**src/rtl/mem_wb_skid_stage.sv**
```systemverilog
// MEM/WB pipeline stage with valid/ready handshake, optional two-entry skid
// buffer, synchronous flush and a saturating back-pressure counter.
module mem_wb_skid_stage #(
    parameter int unsigned WB_W   = 2,
    parameter int unsigned DATA_W = 32,
    parameter int unsigned RD_W   = 5,
    parameter int unsigned SKID   = 1,
    parameter int unsigned CNT_W  = 16
) (
    input  logic              clk_i,
    input  logic              rst_n_i,
    input  logic              valid_i,
    output logic              ready_o,
    input  logic [WB_W-1:0]   WB_i,
    input  logic [DATA_W-1:0] read_data_i,
    input  logic [DATA_W-1:0] ALU_o_i,
    input  logic [RD_W-1:0]   Rd_i,
    input  logic              flush_i,
    output logic              valid_o,
    input  logic              ready_i,
    output logic [WB_W-1:0]   WB_o,
    output logic [DATA_W-1:0] read_data_o,
    output logic [DATA_W-1:0] ALU_o_o,
    output logic [RD_W-1:0]   Rd_o,
    output logic [1:0]        occ_o,
    output logic [CNT_W-1:0]  stall_cnt_o
);

    // Encoding doubles as the occupancy count.
    typedef enum logic [1:0] {
        S_EMPTY = 2'd0,
        S_ONE   = 2'd1,
        S_TWO   = 2'd2
    } state_t;

    state_t              state_q, state_d;
    logic [WB_W-1:0]     main_wb_q, main_wb_d;
    logic [DATA_W-1:0]   main_rdata_q, main_rdata_d;
    logic [DATA_W-1:0]   main_alu_q, main_alu_d;
    logic [RD_W-1:0]     main_rd_q, main_rd_d;
    logic [WB_W-1:0]     skid_wb_q, skid_wb_d;
    logic [DATA_W-1:0]   skid_rdata_q, skid_rdata_d;
    logic [DATA_W-1:0]   skid_alu_q, skid_alu_d;
    logic [RD_W-1:0]     skid_rd_q, skid_rd_d;
    logic [CNT_W-1:0]    stall_q, stall_d;
    logic                accept;
    logic                drain;

    assign valid_o     = (state_q != S_EMPTY);
    assign occ_o       = 2'(state_q);
    assign WB_o        = main_wb_q;
    assign read_data_o = main_rdata_q;
    assign ALU_o_o     = main_alu_q;
    assign Rd_o        = main_rd_q;
    assign stall_cnt_o = stall_q;

    // Skid mode decodes ready from state only, cutting the ready_i path.
    if (SKID != 0) begin : g_skid_ready
        assign ready_o = (state_q != S_TWO);
    end else begin : g_pass_ready
        assign ready_o = !valid_o || ready_i;
    end

    assign accept = valid_i && ready_o;
    assign drain  = valid_o && ready_i;

    always_comb begin
        state_d      = state_q;
        main_wb_d    = main_wb_q;
        main_rdata_d = main_rdata_q;
        main_alu_d   = main_alu_q;
        main_rd_d    = main_rd_q;
        skid_wb_d    = skid_wb_q;
        skid_rdata_d = skid_rdata_q;
        skid_alu_d   = skid_alu_q;
        skid_rd_d    = skid_rd_q;
        stall_d      = stall_q;

        unique case (state_q)
            S_EMPTY: begin
                if (accept) begin
                    state_d      = S_ONE;
                    main_wb_d    = WB_i;
                    main_rdata_d = read_data_i;
                    main_alu_d   = ALU_o_i;
                    main_rd_d    = Rd_i;
                end
            end
            S_ONE: begin
                if (accept && drain) begin
                    main_wb_d    = WB_i;
                    main_rdata_d = read_data_i;
                    main_alu_d   = ALU_o_i;
                    main_rd_d    = Rd_i;
                end else if (accept && (SKID != 0)) begin
                    state_d      = S_TWO;
                    skid_wb_d    = WB_i;
                    skid_rdata_d = read_data_i;
                    skid_alu_d   = ALU_o_i;
                    skid_rd_d    = Rd_i;
                end else if (drain) begin
                    state_d = S_EMPTY;
                end
            end
            S_TWO: begin
                if (drain) begin
                    state_d      = S_ONE;
                    main_wb_d    = skid_wb_q;
                    main_rdata_d = skid_rdata_q;
                    main_alu_d   = skid_alu_q;
                    main_rd_d    = skid_rd_q;
                end
            end
            default: state_d = S_EMPTY;
        endcase

        if (flush_i) begin
            state_d   = S_EMPTY;
            skid_wb_d = '0;
        end

        // No write-back control may be visible while the stage is empty.
        if (state_d == S_EMPTY) begin
            main_wb_d = '0;
        end

        if (valid_o && !ready_i && (stall_q != {CNT_W{1'b1}})) begin
            stall_d = stall_q + CNT_W'(1);
        end
    end

    always_ff @(posedge clk_i or negedge rst_n_i) begin
        if (!rst_n_i) begin
            state_q      <= S_EMPTY;
            main_wb_q    <= '0;
            main_rdata_q <= '0;
            main_alu_q   <= '0;
            main_rd_q    <= '0;
            skid_wb_q    <= '0;
            skid_rdata_q <= '0;
            skid_alu_q   <= '0;
            skid_rd_q    <= '0;
            stall_q      <= '0;
        end else begin
            state_q      <= state_d;
            main_wb_q    <= main_wb_d;
            main_rdata_q <= main_rdata_d;
            main_alu_q   <= main_alu_d;
            main_rd_q    <= main_rd_d;
            skid_wb_q    <= skid_wb_d;
            skid_rdata_q <= skid_rdata_d;
            skid_alu_q   <= skid_alu_d;
            skid_rd_q    <= skid_rd_d;
            stall_q      <= stall_d;
        end
    end

endmodule

```
**config.mk**
```make
export PLATFORM = sky130hd
export DESIGN_NAME = mem_wb_skid_stage
export DESIGN_NICKNAME = d
export VERILOG_FILES = /design/src/rtl/mem_wb_skid_stage.sv
export SDC_FILE = /design/constraint.sdc
export NUM_CORES = 1
export LEC_CHECK = 0
export CAP_MARGIN = 25
export CORE_ASPECT_RATIO = 0.9
export CORE_MARGIN = 1.5
export CORE_UTILIZATION = 57
export CTS_CLUSTER_SIZE = 16
export DETAILED_ROUTE_END_ITERATION = 16
export DONT_BUFFER_PORTS = 1
export GPL_TIMING_DRIVEN = 0
export MAX_ROUTING_LAYER = met4
export PLACE_DENSITY = 0.75
export SLEW_MARGIN = 20
export SYNTH_ARGS = -nofsm -noshare
export SYNTH_HDL_FRONTEND = slang
export SYNTH_SLANG_ARGS = --single-unit
```
**constraint.sdc**
```tcl
create_clock -name clk_i -period 2.23 [get_ports clk_i]
set_clock_uncertainty 0.15 [all_clocks]
set_input_delay 0.446 -clock clk_i [delete_from_list [all_inputs] [get_ports clk_i]]
set_output_delay 0.446 -clock clk_i [all_outputs]
set_load 0.01 [all_outputs]
```
Word-level counts from Yosys, hierarchy flattened

Index checks and enable logic that the tools add are counted.

Muxes and demuxes: 27
$add $sub $neg: 1
Bitwise logic cells: 1
Equal/unequal tests: 11
Reduce and logical (&&, ||, !) cells: 17

Operators with widths:

| operator                                             | count |
|---|---|
| 2-to-1 mux 32 bit                                    | 6 |
| case mux 32 bit (3 select lines)                     | 2 |
| 2-to-1 mux 2 bit                                     | 13 |
| adder 16 x 1 -> 16 bit (second input constant)       | 1 |
| inequality test 16 bit (second input constant)       | 1 |
| 2-to-1 mux 5 bit                                     | 3 |
| case mux 5 bit (3 select lines)                      | 1 |
| case mux 2 bit (3 select lines)                      | 2 |
| inequality test 2 bit (second input constant)        | 5 |
| inequality test 3 bit (second input constant)        | 3 |
| AND reduction 4 bit                                  | 2 |
| AND reduction 3 bit                                  | 2 |
| nonzero test 2 bit                                   | 3 |
| logical AND 1 bit                                    | 5 |
| zero test 2 bit                                      | 2 |
| nonzero test 4 bit                                   | 1 |
| nonzero test 3 bit                                   | 1 |
| equality test 2 x 1 -> 1 bit (second input constant) | 1 |
| equality test 2 bit (second input constant)          | 1 |
| zero test 1 bit                                      | 1 |
| NOT 1 bit                                            | 1 |

Bits of input ports: 76
Register bits after elaboration: 160
Output and inout bits: 91
Word-level logic and storage cells: 67

Longest topological paths before layout

Gate-level depths: netlist of run 1.

Depth after elaboration: 10
Gate-level depth with buffers: 8
Depth with buffers taken out: 6

Worst setup path before layout of run 1

OpenSTA, ideal clock, no wires.

Path type: flip-flop to flip-flop
Start: register state_q[1], in the netlist occ_o[1]
End: register main_alu_q[0], in the netlist ALU_o_o[0]
Arrival: 1995 ps
Period minus slack after synthesis: 2272 ps
Path slack: -42 ps
Path buffers: 2
Library setup time: 127 ps
Cell stages (with the launch flop): 8
Data required time: 1953 ps
Cells stage by stage: dfrtp_1 inv_1 ha_1 mux2_2 a31oi_4 buf_6 buf_6 mux2_1

Longest elaborated chain between the ends: 5
Elaborated cells on any way between the ends: 14
Those cells by class: eq/ne (6); mux (1); reduce/logical (7)

Ends and longest elaborated chain:

| element                                                            | RTL line | text |
|---|---|---|
| from (decl)                                                        | 36       | `state_t state_q, state_d;` |
| from (signal assigned)                                             | 145      | `state_q <= state_d;` |
| inequality test 2 bit / nonzero test 2 bit (equally long branches) | 59, 49   |  |
| logical AND 1 bit, on equally long branches                        | 64, 65   |  |
| logical AND 1 bit                                                  | 90       | `if (accept && drain) begin` |
| inequality test 2 bit (no line)                                    | --       |  |
| AND reduction 4 bit (no line)                                      | --       |  |
| to (signal assigned)                                               | 148      | `main_alu_q <= main_alu_d;` |
| to (decl)                                                          | 39       | `logic [DATA_W-1:0] main_alu_q, main_alu_d;` |

Parallel ways exist; a longest one is shown, timed or not.
A chain may end at the register's enable or synchronous reset.

Worst setup path in the final report of run 1

Start: register state_q[0], in the netlist occ_o[0]
End: register main_alu_q[24], in the netlist ALU_o_o[24]

The elaborated chain is that of the path after synthesis.

==> impl_summary.log, run 1 <==
[metrics] number of vias after detailed routing: 4201
[metrics] TritonCTS buffer count: 17
[metrics] starting density of the core: 59.2%
[metrics] CP Data Required Time: 2380 ps
[metrics] number of detailed-routing iterations run before antenna repair: 5
[metrics] internal power contribution: roughly 9.0 mW
[metrics] min setup slack post-route: -53.0 ps
[metrics] number of buffers inserted by port buffering: 0
[metrics] main area contributors after synthesis: sky130_fd_sc_hd__dfrtp_1 55%, sky130_fd_sc_hd__mux2_2 32%, sky130_fd_sc_hd__mux2_1 1.6%, sky130_fd_sc_hd__ha_1 1.0%, sky130_fd_sc_hd__xor2_1 0.85%
[metrics] endpoints failing hold: 160
[metrics] # diodes: 0
[metrics] fmax: 438 MHz
[metrics] Reg power frac: a little over two fifths
[metrics] clock edge transition at the registers on the reported setup and hold paths: 60 ps
[metrics] antenna violations before repair: 0
[metrics] Synth cell types: 38
[metrics] net count after synthesis: 579
[metrics] Iter 0 DRT Violations: 167
[metrics] clock share of power: 23.2%
[metrics] final routed wirelength across all metal layers: 15.5 mm
[metrics] HPWL after DPL: 9.84 mm
[metrics] sequential area share after synthesis: a little under three fifths
[metrics] Pins Over Slew Limit: 0
[metrics] instance area at placement: ~7400 um^2
[metrics] share of power burned in combinational logic: ~33%
[metrics] floorplan row count: 38
[metrics] largest net degree at the start of global routing: 161
[metrics] Clock Root Buffer: sky130_fd_sc_hd__clkbuf_16
[metrics] Clock Latency Late Sink: 420 ps
[metrics] vertical die dimension: between 100 and 150 um
[metrics] area taken by multi-input logic gates: 3330 um^2
[metrics] capturing element type of the critical path: register
[metrics] Net Sw Frac: 30.0%
[metrics] unrepaired setup endpoints after global routing: true
[metrics] Die ar.: roughly 13000 um^2
[metrics] vias per cell: 5.98
[metrics] Tightest Hold Check Type: in -> async
[metrics] leading cell type in the layout, fill and taps excluded: sky130_fd_sc_hd__mux2_2
[metrics] most instantiated flip-flop cell in the synthesis netlist: sky130_fd_sc_hd__dfrtp_1
[metrics] final setup vio count: 47
[metrics] DIE WIDTH: 122 um
[metrics] most frequent cells in the layout: 161 x sky130_fd_sc_hd__mux2_2, 158 x sky130_fd_sc_hd__dfrtp_1, 52 x sky130_fd_sc_hd__mux2_4
[metrics] number of max-cap violations: 0
[metrics] average instance area after synthesis: 14.6 um^2
[metrics] Setup CP Type: reg -> reg
[metrics] worst max-slew margin expressed relative to the limit: 75.5%
[metrics] CTS tree: yes
[metrics] # hold bufs at CTS: 1
[metrics] crit start category: register
[metrics] filler cell count in the final layout: between 800 and 900
[metrics] layout-stage area growth over the synthesis result: 19.4%
[metrics] fin nets: just over 600
[metrics] final hold slack: -428 ps
[metrics] layout cells sized above 1: between 50% and 60%
[metrics] Critical Path Fanout Max: 10
[metrics] worst ir drop on vdd: just under 0.001 V
[metrics] total gr overflow: 0
[metrics] Storage cell area: approximately 4000 um^2
[metrics] wire length of the first global-routing pass: 23.1 mm
[metrics] status: finished, violations left
[metrics] power density normalized to cell area: 1490 nW/um^2
[metrics] Total Power Consumption: 12.8 mW
[metrics] minimum period implied by the final worst setup slack: 2280 ps
[metrics] Post-Synthesis Cells: 497
[metrics] total net switching power: 3.85 mW
[metrics] transition time of the tightest slew-check pin: 367 ps
[metrics] placeable core region: 12200 um^2
[metrics] post-synthesis instance area: 7240 um^2
[metrics] Post-synth EDFFs: 0
[metrics] per-cell routed wire length: 22.0 um
[metrics] leakage power figure: a little under 4 nW
[metrics] Final Cycle Share: 102%
[metrics] Yosys warning total: 0
[metrics] violations in the final reports: hold timing, setup timing
[metrics] dominant cell type by area after synthesis: sky130_fd_sc_hd__dfrtp_1
[metrics] Total Negative Setup Slacks: -923 ps
[metrics] residual DRC count: 0
[metrics] fraction of synthesized cell area taken by the top area cell type: 55.3%
[metrics] clock tree buffer depth: 2
[metrics] H-tree levels: 4
[metrics] critical path data arrival time: 2440 ps
[metrics] antenna violation net count after detailed routing: 0
[metrics] I/O pins: 167
[metrics] gp weighted congestion: 0.786
[metrics] Sink Count: between 150 and 200
[metrics] overall track demand over capacity in global routing: 23.6%
[metrics] final cell area excluding filler cells: 8640 um^2
[metrics] proportion of synthesized flip-flops having asynchronous set or reset: 100%
[metrics] via count of the first global-routing pass: approximately 4600
[metrics] number of synthesized register bits: 160
metal layers:
layer	track usage, %	wire length, um	vias to the layer above	part of all wire (%)
li1	-	-	1872	-
met1	25.8	6060	2163	39
met2	38.7	7790	138	50
met3	9.75	1310	28	8.5
met4	9.16	306	0	2.0
met5	-	0	-	0
cells by family (layout without fill, tap and decap cells):
group                      Yosys count  in the layout  synth area share [%]
muxes                              217            217                  33.7
DFF                                160            160                  55.3
and+or+nand+nor                     58             58                  4.75
buffers and inverters               30             76                  2.20
AOI/OAI and AO/OA                   18             18                  2.02
xor gates and xnor gates             8              8                 0.968
adders and majority gates            6              6                  1.04
Yosys cell counts (5+ instances only):
cell / instances
sky130_fd_sc_hd__buf_2: 10
sky130_fd_sc_hd__buf_4: 5
sky130_fd_sc_hd__clkbuf_1: 7
sky130_fd_sc_hd__dfrtp_1: 160
sky130_fd_sc_hd__ha_1: 6
sky130_fd_sc_hd__inv_1: 6
sky130_fd_sc_hd__mux2_1: 10
sky130_fd_sc_hd__mux2_2: 203
sky130_fd_sc_hd__nand2_1: 7
sky130_fd_sc_hd__nand3_1: 7
sky130_fd_sc_hd__nand4_1: 6
sky130_fd_sc_hd__nor2_1: 11
sky130_fd_sc_hd__nor3_1: 8
sky130_fd_sc_hd__xor2_1: 7
power by group through the flow:
stage	logic, mW	registers, mW	clock network (mW)
2_1_floorplan	2.65	5.22	0
3_3_place_gp	2.94	5.47	0
3_5_place_dp	3.11	5.55	0
4_1_cts	3.58	5.54	3.03
5_1_grt	4.59	5.73	3.15
6_report	4.28	5.57	2.98
final timing paths:
kind                            slack, ps  cells past startpoint       startpoint          endpoint
worst max-delay path                  -50                      9         occ_o[0]       ALU_o_o[24]
worst min-delay path                 -430                      0          rst_n_i   stall_cnt_o[12]
worst max register to register        -50                      9         occ_o[0]       ALU_o_o[24]
worst min register to register        350                      1  skid_rdata_q[7]   skid_rdata_q[7]
max in group asynchronous            2150                      0          rst_n_i       ALU_o_o[10]
min in group clk_i                     20                      1  read_data_i[26]  skid_rdata_q[26]
flip-flops by register name, indices dropped and copies added (netlist names):
register,cells
ALU_o_o,32
skid_rdata_q,32
skid_wb_q,2
occ_o,2
skid_alu_q,32
WB_o,2
skid_rd_q,5
Rd_o,5
read_data_o,32
stall_cnt_o,16
worst max-delay path, stage by stage, from the launching register on:
cell and delay, ps:
sky130_fd_sc_hd__dfrtp_2 490, sky130_fd_sc_hd__inv_4 110, sky130_fd_sc_hd__ha_4 180, sky130_fd_sc_hd__nor2b_4 50, sky130_fd_sc_hd__mux2_4 270, sky130_fd_sc_hd__a31oi_4 190, sky130_fd_sc_hd__buf_12 140, sky130_fd_sc_hd__buf_8 120
sky130_fd_sc_hd__buf_12 130, sky130_fd_sc_hd__mux2_2 330
stage by stage:
step                utilization (%)  setup slack, ps  cells  hold WS [ps]
CTS                            68.0            -24.4    693          -445
finish                         70.7            -53.0    703          -428
detailed placement             60.9             -433    657          3.70
global placement               60.9             -347    657          3.48
floorplan                         -             1.58    497         0.409
global route                   70.7             -115    703          -455
area by class of cell:
type	count	share of cell area, %
plain buffers	22	2.46
clock buffers	25	5.85
well taps	160	2.32
inverters	6	0.362
multi-input cells	307	38.6
flip-flops and latches	160	46.4
clock inverters	4	1.14
repair buffers	19	2.92
repair_timing:
action / 4_1_cts / 5_1_grt
pin swaps: 1 / 2
setup buffers: 7 / 7
hold endpoints to repair: 162 / 160
endpoints found under the setup margin: 150 / 74
gates resized for setup: 54 / 57
cloned: 1 / 3
(Power assumes the default switching activity.)
==> run 2: changes to the inputs <==
clock period = 2.1 ns   (was 2.23 ns; I/O delays follow)
==> run 2 against run 1 <==
  * The flow still finishes with violations (hold timing, setup timing)
  * Core utilization increased by 6.2 points
  * Register-to-register slack got worse by 110 ps
  * Final cell count increased by 10%
  * Final area increased by 8.8%
  * Global-route usage increased by 2.8 points
  * Maximum frequency increased by 0.71%
  * Worst setup slack got worse by 110 ps
  * Power increased by 5.9%
  * Via count increased by 8.4%
  * Sequential share of layout area decreased by 3.7 points
  * Non-clock buffer count increased by 69
  * Critical endpoint is now Rd_o[4]
==> impl_summary.log, run 2 (synthesis results as in run 1) <==
[metrics] status: finished, violations left
[metrics] violations in the final reports: hold timing, setup timing
[metrics] final setup vio count: 75
[metrics] largest net degree at the start of global routing: 161
[metrics] Setup CP Type: reg -> reg
[metrics] number of detailed-routing iterations run before antenna repair: 4
[metrics] per-cell routed wire length: around 22 um
[metrics] min setup slack post-route: -167 ps
[metrics] Total Power Consumption: 13.6 mW
[metrics] gp weighted congestion: 0.819
[metrics] leakage power figure: 4.20 nW
[metrics] Reg power frac: 43.9%
[metrics] # hold bufs at CTS: 69
[metrics] share of power burned in combinational logic: 35.3%
[metrics] residual DRC count: 0
[metrics] layout-stage area growth over the synthesis result: 30.0%
[metrics] transition time of the tightest slew-check pin: 437 ps
[metrics] Critical Path Fanout Max: 10
[metrics] overall track demand over capacity in global routing: 26.4%
[metrics] worst max-slew margin expressed relative to the limit: 70.7%
[metrics] worst ir drop on vdd: 0.000952 V
[metrics] instance area at placement: 7530 um^2
[metrics] H-tree levels: 4
[metrics] DIE WIDTH: 122 um
[metrics] antenna violation net count after detailed routing: 0
[metrics] number of vias after detailed routing: 4552
[metrics] vertical die dimension: 110 um
[metrics] final cell area excluding filler cells: 9410 um^2
[metrics] Final Cycle Share: 108%
[metrics] filler cell count in the final layout: ~700
[metrics] total gr overflow: 0
[metrics] power density normalized to cell area: between 1000 and 1500 nW/um^2
[metrics] wire length of the first global-routing pass: roughly 26 mm
[metrics] most frequent cells in the layout: 162 x sky130_fd_sc_hd__mux2_2, 156 x sky130_fd_sc_hd__dfrtp_1, 69 x sky130_fd_sc_hd__dlygate4sd3_1
[metrics] Pins Over Slew Limit: 0
[metrics] final routed wirelength across all metal layers: approximately 17 mm
[metrics] endpoints failing hold: 160
[metrics] Sink Count: 160
[metrics] leading cell type in the layout, fill and taps excluded: sky130_fd_sc_hd__mux2_2
[metrics] via count of the first global-routing pass: slightly below 5000
[metrics] Tightest Hold Check Type: in -> async
[metrics] final hold slack: -464 ps
[metrics] unrepaired setup endpoints after global routing: true
[metrics] clock tree buffer depth: 2
[metrics] Net Sw Frac: 31.8%
[metrics] core utilization of the finished layout: 77.0%
[metrics] # diodes: 0
[metrics] internal power contribution: 9.28 mW
[metrics] CTS tree: yes
[metrics] vias per cell: 5.87
[metrics] Clock Root Buffer: sky130_fd_sc_hd__clkbuf_16
[metrics] layout cells sized above 1: 50.8%
[metrics] Die ar.: 13400 um^2
[metrics] Clock Latency Late Sink: ~430 ps
[metrics] CP Data Required Time: 2260 ps
[metrics] total net switching power: 4.33 mW
[metrics] floorplan row count: 38
[metrics] minimum period implied by the final worst setup slack: 2270 ps
[metrics] Iter 0 DRT Violations: 197
[metrics] number of max-cap violations: 0
[metrics] clock edge transition at the registers on the reported setup and hold paths: 60 ps
[metrics] placeable core region: 12200 um^2
[metrics] number of buffers inserted by port buffering: 0
[metrics] starting density of the core: between 50% and 60%
[metrics] I/O pins: 167
[metrics] fmax: approximately 440 MHz
[metrics] crit start category: register
[metrics] critical path data arrival time: 2430 ps
[metrics] clock share of power: a little over a fifth
[metrics] TritonCTS buffer count: 17
[metrics] capturing element type of the critical path: register
[metrics] antenna violations before repair: 0
[metrics] fin nets: 685
[metrics] HPWL after DPL: ~9.8 mm
-- run 2: layer usage --
metal	part of all wire, %	up-vias	track usage (%)
li1	-	2017	-
met1	41	2355	31.9
met2	49	150	41.4
met3	7.2	30	9.23
met4	2.2	0	9.16
met5	0	-	-
-- run 2: power groups by stage --
stage / combinational, mW / sequential, mW / clock (mW)
2_1_floorplan: 3.00 / 5.56 / 0
4_1_cts: 4.49 / 5.92 / 2.87
5_1_grt: 5.08 / 6.14 / 3.01
3_5_place_dp: 3.51 / 5.93 / 0
3_3_place_gp: 3.33 / 5.84 / 0
6_report: 4.80 / 5.97 / 2.84
-- run 2: timing repair --
item                       4_1_cts  5_1_grt
hold endpoints to repair       230      160
resized for setup               94       16
gates cloned                     2        5
setup buffers                    8        5
setup endpoints to repair      147       88
pin swaps                        4        2
-- run 2: area by class of cell --
| class | count | area, um^2 | share of cell area, % |
|---|---|---|---|
| Timing Repair Buffer | 87 | 956 | 10.2 |
| Buffer | 23 | 277 | 2.94 |
| Tap cell | 160 | 200 | 2.13 |
| Multi-Input combinational cell | 308 | 3390 | 36.1 |
| Inverter | 6 | 27.5 | 0.293 |
| Clock inverter | 10 | 61.3 | 0.652 |
| Clock buffer | 22 | 484 | 5.15 |
| Sequential cell | 160 | 4010 | 42.6 |
-- run 2: through the flow --
step	setup slack (ps)	TNS, ps	cells
2_1_floorplan	-45.5	-276	497
3_3_place_gp	-348	-38810	657
3_5_place_dp	-414	-43860	657
4_1_cts	-121	-6260	767
5_1_grt	-226	-13900	776
6_report	-167	-9000	776
-- run 2: worst paths after layout --
kind / from / to / slack (ps) / cells past startpoint
setup / recovery: occ_o[0] / Rd_o[4] / -170 / 8
hold / removal: rst_n_i / stall_cnt_o[14] / -460 / 0
setup reg to reg: occ_o[0] / Rd_o[4] / -170 / 8
hold reg to reg: skid_rdata_q[23] / skid_rdata_q[23] / 350 / 1
max in group asynchronous: rst_n_i / stall_cnt_o[1] / 1890 / 0
min in group clk_i: WB_i[1] / skid_wb_q[1] / 20 / 2
-- run 2: critical path, cell delays in order (launching register included) --
cell and delay (ps):
sky130_fd_sc_hd__dfrtp_2 500, sky130_fd_sc_hd__inv_4 120, sky130_fd_sc_hd__ha_4 170, sky130_fd_sc_hd__nor2b_4 50, sky130_fd_sc_hd__mux2_4 260, sky130_fd_sc_hd__a31oi_4 200
sky130_fd_sc_hd__buf_6 170, sky130_fd_sc_hd__buf_8 160, sky130_fd_sc_hd__mux2_2 350
